File: src/rtl/ping_ctrl.sv
// Ultrasonic ping controller: each tick edge fires one trigger pulse, then the
// echo high time is measured in clk cycles and published with a valid strobe.
module ping_ctrl #(
    parameter int TRIG_CYCLES    = 500,
    parameter int TIMEOUT_CYCLES = 1500000,
    parameter int CNT_W          = 24
) (
    input  logic             clk,
    input  logic             rst_n,
    input  logic             tick,
    input  logic             echo,
    output logic             trig,
    output logic             busy,
    output logic [CNT_W-1:0] echo_cycles,
    output logic             timeout,
    output logic             result_valid,
    output logic             missed
);

    typedef enum logic [2:0] {IDLE, TRIG, WAIT_HIGH, MEASURE, DONE} state_t;

    localparam logic [CNT_W-1:0] TRIG_LAST = CNT_W'(TRIG_CYCLES - 1);
    localparam logic [CNT_W-1:0] TO_LAST   = CNT_W'(TIMEOUT_CYCLES - 1);
    localparam logic [CNT_W-1:0] TO_MAX    = CNT_W'(TIMEOUT_CYCLES);

    state_t           state, state_n;
    logic [CNT_W-1:0] cnt, cnt_n;
    logic [CNT_W-1:0] cycles_n;
    logic             timeout_n, load;
    logic             echo_m, echo_s, tick_q, tick_edge;

    assign tick_edge    = tick ^ tick_q;
    assign trig         = (state == TRIG);
    assign busy         = (state != IDLE);
    assign result_valid = (state == DONE);

    // Result registers load on the edge that enters DONE, so they change in
    // the same cycle result_valid is high.
    always_ff @(posedge clk) begin
        tick_q <= tick;
        if (!rst_n) begin
            state       <= IDLE;
            cnt         <= '0;
            echo_m      <= 1'b0;
            echo_s      <= 1'b0;
            echo_cycles <= '0;
            timeout     <= 1'b0;
            missed      <= 1'b0;
        end else begin
            state  <= state_n;
            cnt    <= cnt_n;
            echo_m <= echo;
            echo_s <= echo_m;
            missed <= tick_edge && (state != IDLE || echo_s);
            if (load) begin
                echo_cycles <= cycles_n;
                timeout     <= timeout_n;
            end
        end
    end

    always_comb begin
        state_n   = state;
        cnt_n     = cnt;
        cycles_n  = '0;
        timeout_n = 1'b0;
        load      = 1'b0;
        case (state)
            IDLE: begin
                if (tick_edge && !echo_s) begin
                    state_n = TRIG;
                    cnt_n   = '0;
                end
            end
            TRIG: begin
                if (cnt == TRIG_LAST) begin
                    state_n = WAIT_HIGH;
                    cnt_n   = '0;
                end else begin
                    cnt_n = cnt + CNT_W'(1);
                end
            end
            WAIT_HIGH: begin
                // Echo rise takes priority over a coincident timeout.
                if (echo_s) begin
                    state_n = MEASURE;
                    cnt_n   = CNT_W'(1);
                end else if (cnt == TO_LAST) begin
                    state_n   = DONE;
                    load      = 1'b1;
                    timeout_n = 1'b1;
                end else begin
                    cnt_n = cnt + CNT_W'(1);
                end
            end
            MEASURE: begin
                if (!echo_s) begin
                    state_n  = DONE;
                    load     = 1'b1;
                    cycles_n = cnt;
                end else if (cnt == TO_MAX) begin
                    state_n   = DONE;
                    load      = 1'b1;
                    cycles_n  = TO_MAX;
                    timeout_n = 1'b1;
                end else begin
                    cnt_n = cnt + CNT_W'(1);
                end
            end
            DONE:    state_n = IDLE;
            default: state_n = IDLE;
        endcase
    end

endmodule

File: config.mk
export PLATFORM = sky130hd
export DESIGN_NAME = ping_ctrl
export DESIGN_NICKNAME = d
export VERILOG_FILES = /design/src/rtl/ping_ctrl.sv
export SDC_FILE = /design/constraint.sdc
export NUM_CORES = 1
export LEC_CHECK = 0
export ABC_AREA = 1
export ABC_CLOCK_PERIOD_IN_PS = 2000
export CORE_MARGIN = 8
export CORE_UTILIZATION = 57
export DETAILED_ROUTE_END_ITERATION = 10
export PLACE_DENSITY = 0.9
export SLEW_MARGIN = 20
export SYNTH_ARGS = -nofsm -noshare
export SYNTH_HDL_FRONTEND = slang
export SYNTH_SLANG_ARGS = --single-unit
File: constraint.sdc
create_clock -name clk -period 2 [get_ports clk]
set_input_delay 0.2 -clock clk [delete_from_list [all_inputs] [get_ports clk]]
set_output_delay 0.2 -clock clk [all_outputs]
set_load 0.1 [all_outputs]
==> flow_metrics.env <==
export IMPL_cts_buffers=5
export IMPL_finalMaxSlewViolations=0
export IMPL_ctsRootBufferMaster="clkbuf_8"
export IMPL_skew_ns=0.0114
export IMPL_ys_seq_elements=56
export IMPL_synth_avg_cell_area_sq_um=5.95
export IMPL_die_y_um=92.2
export IMPL_post_route_drc_count=0
export IMPL_antenna_found_initial=0
export IMPL_cp_end_kind="flip-flop"
export IMPL_vias=3569
export IMPL_ir_drop_mv=0.775
export IMPL_worstMarginPinSlew_ns=0.433
export IMPL_setup_viol_count_final=0
export IMPL_area_growth_pct=15.0
export IMPL_period_needed_ns=1.88
export IMPL_h_tree_depth=2
export IMPL_worstSkewPairLatency_ns=0.32
export IMPL_status="finished clean"
export IMPL_seq_area_frac_synth=0.339
export IMPL_cts_setup_buffers=0
export IMPL_clk_pin_slew_worst_paths_ns=0.10
export IMPL_clk_path_buf_depth=2
export IMPL_dieArea_sq_mm=0.00850
export IMPL_synthesis_nets=562
export IMPL_antenna_left=0
export IMPL_cp_required_ns=2.21
export IMPL_antenna_cells=0
export IMPL_grt_max_degree=39
export IMPL_final_setup_worst_slack_ns=0.119
export IMPL_min_period_over_period=0.940
export IMPL_synth_distinct_cells=30
export IMPL_grt_pass1_wl_um=15200
export IMPL_place_congestion=0.964
export IMPL_io_pins=33
export IMPL_chipWidth_um=92.2
export IMPL_pre_cts_slack_ns=0.154
export IMPL_drive_above_1_share=0.136
export IMPL_hold_violations=0
export IMPL_cts_sinks=56
export IMPL_worstPathMaxFanout=15
export IMPL_nNetsFinal=592
export IMPL_start_util=0.597
export IMPL_core_area_sq_mm=0.00554
export IMPL_via_per_inst=5.42
export IMPL_start_kind="flip-flop"
export IMPL_timing_fmax_mhz=532
export IMPL_ys_warn_count=0
export IMPL_dr_pass1_iters=4
export IMPL_rsz0062_at_grt="false"
export IMPL_place_area_sq_mm=0.00369
export IMPL_fillers=529
export IMPL_tns_ns=0
export IMPL_drt_initial_drc_count=322
export IMPL_cts_tree="built"
export IMPL_post_cts_resized=0
export IMPL_criticalPathCategory="flip-flop to flip-flop"
export IMPL_powerDensity_mw_per_mm2=1130
export IMPL_min_path_type="input pin to flip-flop"
export IMPL_power_leakage_nw=1.67
export IMPL_cp_arrival_ns=2.09
export IMPL_overflow=0
export IMPL_routed_wl_um=9110
export IMPL_track_usage=0.217
export IMPL_syn_area_sq_mm=0.00331
export IMPL_syn_inst=556
export IMPL_portBuffers=32
export IMPL_postLayoutCellArea_sq_mm=0.00380
export IMPL_placementRows=27
export IMPL_max_slew_margin_rel=0.710
export IMPL_ctsHoldBuffers=0
export IMPL_grt_pass1_vias=3272
export IMPL_hpwl_um=6670
export IMPL_wire_per_inst_um=13.8
export IMPL_drv_cap=0
## kinds of logic (layout without fill, tap and decap cells)
logic type	count (synthesis)	in the layout	synth area share
AOI/OAI and AO/OA	49	49	0.0772
xor gates and xnor gates	2	2	0.00530
adders and majority gates	2	2	0.00757
buffers and inverters	92	123	0.120
DFF	56	56	0.339
and+or+nand+nor	355	355	0.451
## synthesized netlist by cell type, drive strengths merged
cell    number  area (sq um)
clkinv       1          3.75
buf         17           113
inv         67           252
xor2         1          8.76
dfxtp       56          1120
o211ai       1          7.51
a211oi       1          7.51
clkbuf       7          28.8
nand3       37           200
xnor2        1          8.76
nand2      194           746
nor2       101           404
o21ai       15          78.8
a21oi       31           155
o22ai        1          6.26
nor3         6          35.0
ha           2          25.0
nand4       17           106
## where the power goes
part | total (W) | internal, W | switching, W
clock | 0.000743 | 0.000372 | 0.000370
combinational | 0.00210 | 0.000678 | 0.00142
sequential | 0.00144 | 0.00125 | 0.000190
total | 0.00428 | 0.00230 | 0.00198
## layer usage
layer / share of wire / vias to the layer above / track usage
met3: 0.076 / 14 / 0.0456
met1: 0.43 / 1622 / 0.265
met5: 0 / - / 0
met2: 0.48 / 155 / 0.371
met4: 0.014 / 0 / 0.0698
li1: - / 1778 / -
## critical path, stage by stage, from the launching register on
cell and delay (ns):
dfxtp_1 0.33, buf_4 0.15, inv_1 0.10, ha_1 0.15, nand3_1 0.07, nor2_1 0.23
nand3_1 0.11, nand2_1 0.12, nand2_2 0.08, nand3_2 0.11, buf_12 0.15, nand2_1 0.05
nand2_1 0.07, nor2_1 0.04
## worst paths after layout
path	end	slack, ns	cells after the start	start
max	cnt[18]	0.12	13	cnt[0]
min	tick_q	0.37	1	tick
max reg2reg	cnt[18]	0.12	13	cnt[0]
min reg2reg	echo_s	0.44	2	echo_m
## sequential cells by signal (all words and copies together), names as in the netlist
name         flops
missed           1
echo_m           1
state            3
echo_s           1
cnt             24
timeout          1
echo_cycles     24
tick_q           1
## cell type report
cell class                      count  area (sq um)  share of cell area
Sequential cell                    56          1120               0.295
Clock inverter                      2          35.0             0.00921
Clock buffer                        6          72.6              0.0191
Timing Repair Buffer               47           423               0.111
Inverter                           68           255              0.0671
Multi-Input combinational cell    408          1800               0.474
Tap cell                           72          90.1              0.0237
## placed cells by master, fill, tap and decap left out, types with 2 or more instances in the layout
cell type        instances
nand2_1                189
nor2_1                  91
inv_1                   60
dfxtp_1                 55
buf_4                   39
nand3_1                 34
a21oi_1                 31
nand4_1                 17
o21ai_0                 14
nor2_2                   8
inv_2                    7
clkbuf_8                 5
buf_12                   5
nand2_2                  4
nor3_1                   4
nand3_2                  3
clkdlybuf4s50_1          3
nor2_4                   2
nor3_2                   2
ha_1                     2
## metrics by stage
| step | power (W) | utilization | instances | hold slack (ns) |
|---|---|---|---|---|
| finish | 0.00428 | 0.686 | 659 | 0.371 |
| global route | 0.00457 | 0.686 | 659 | 0.360 |
| CTS | 0.00426 | 0.686 | 659 | 0.375 |
| detailed placement | 0.00352 | 0.666 | 651 | 0.417 |
| global placement | 0.00347 | 0.666 | 651 | 0.398 |
| floorplan | 0.00301 | - | 556 | 0.228 |
Power figures use the tool's default switching activity.
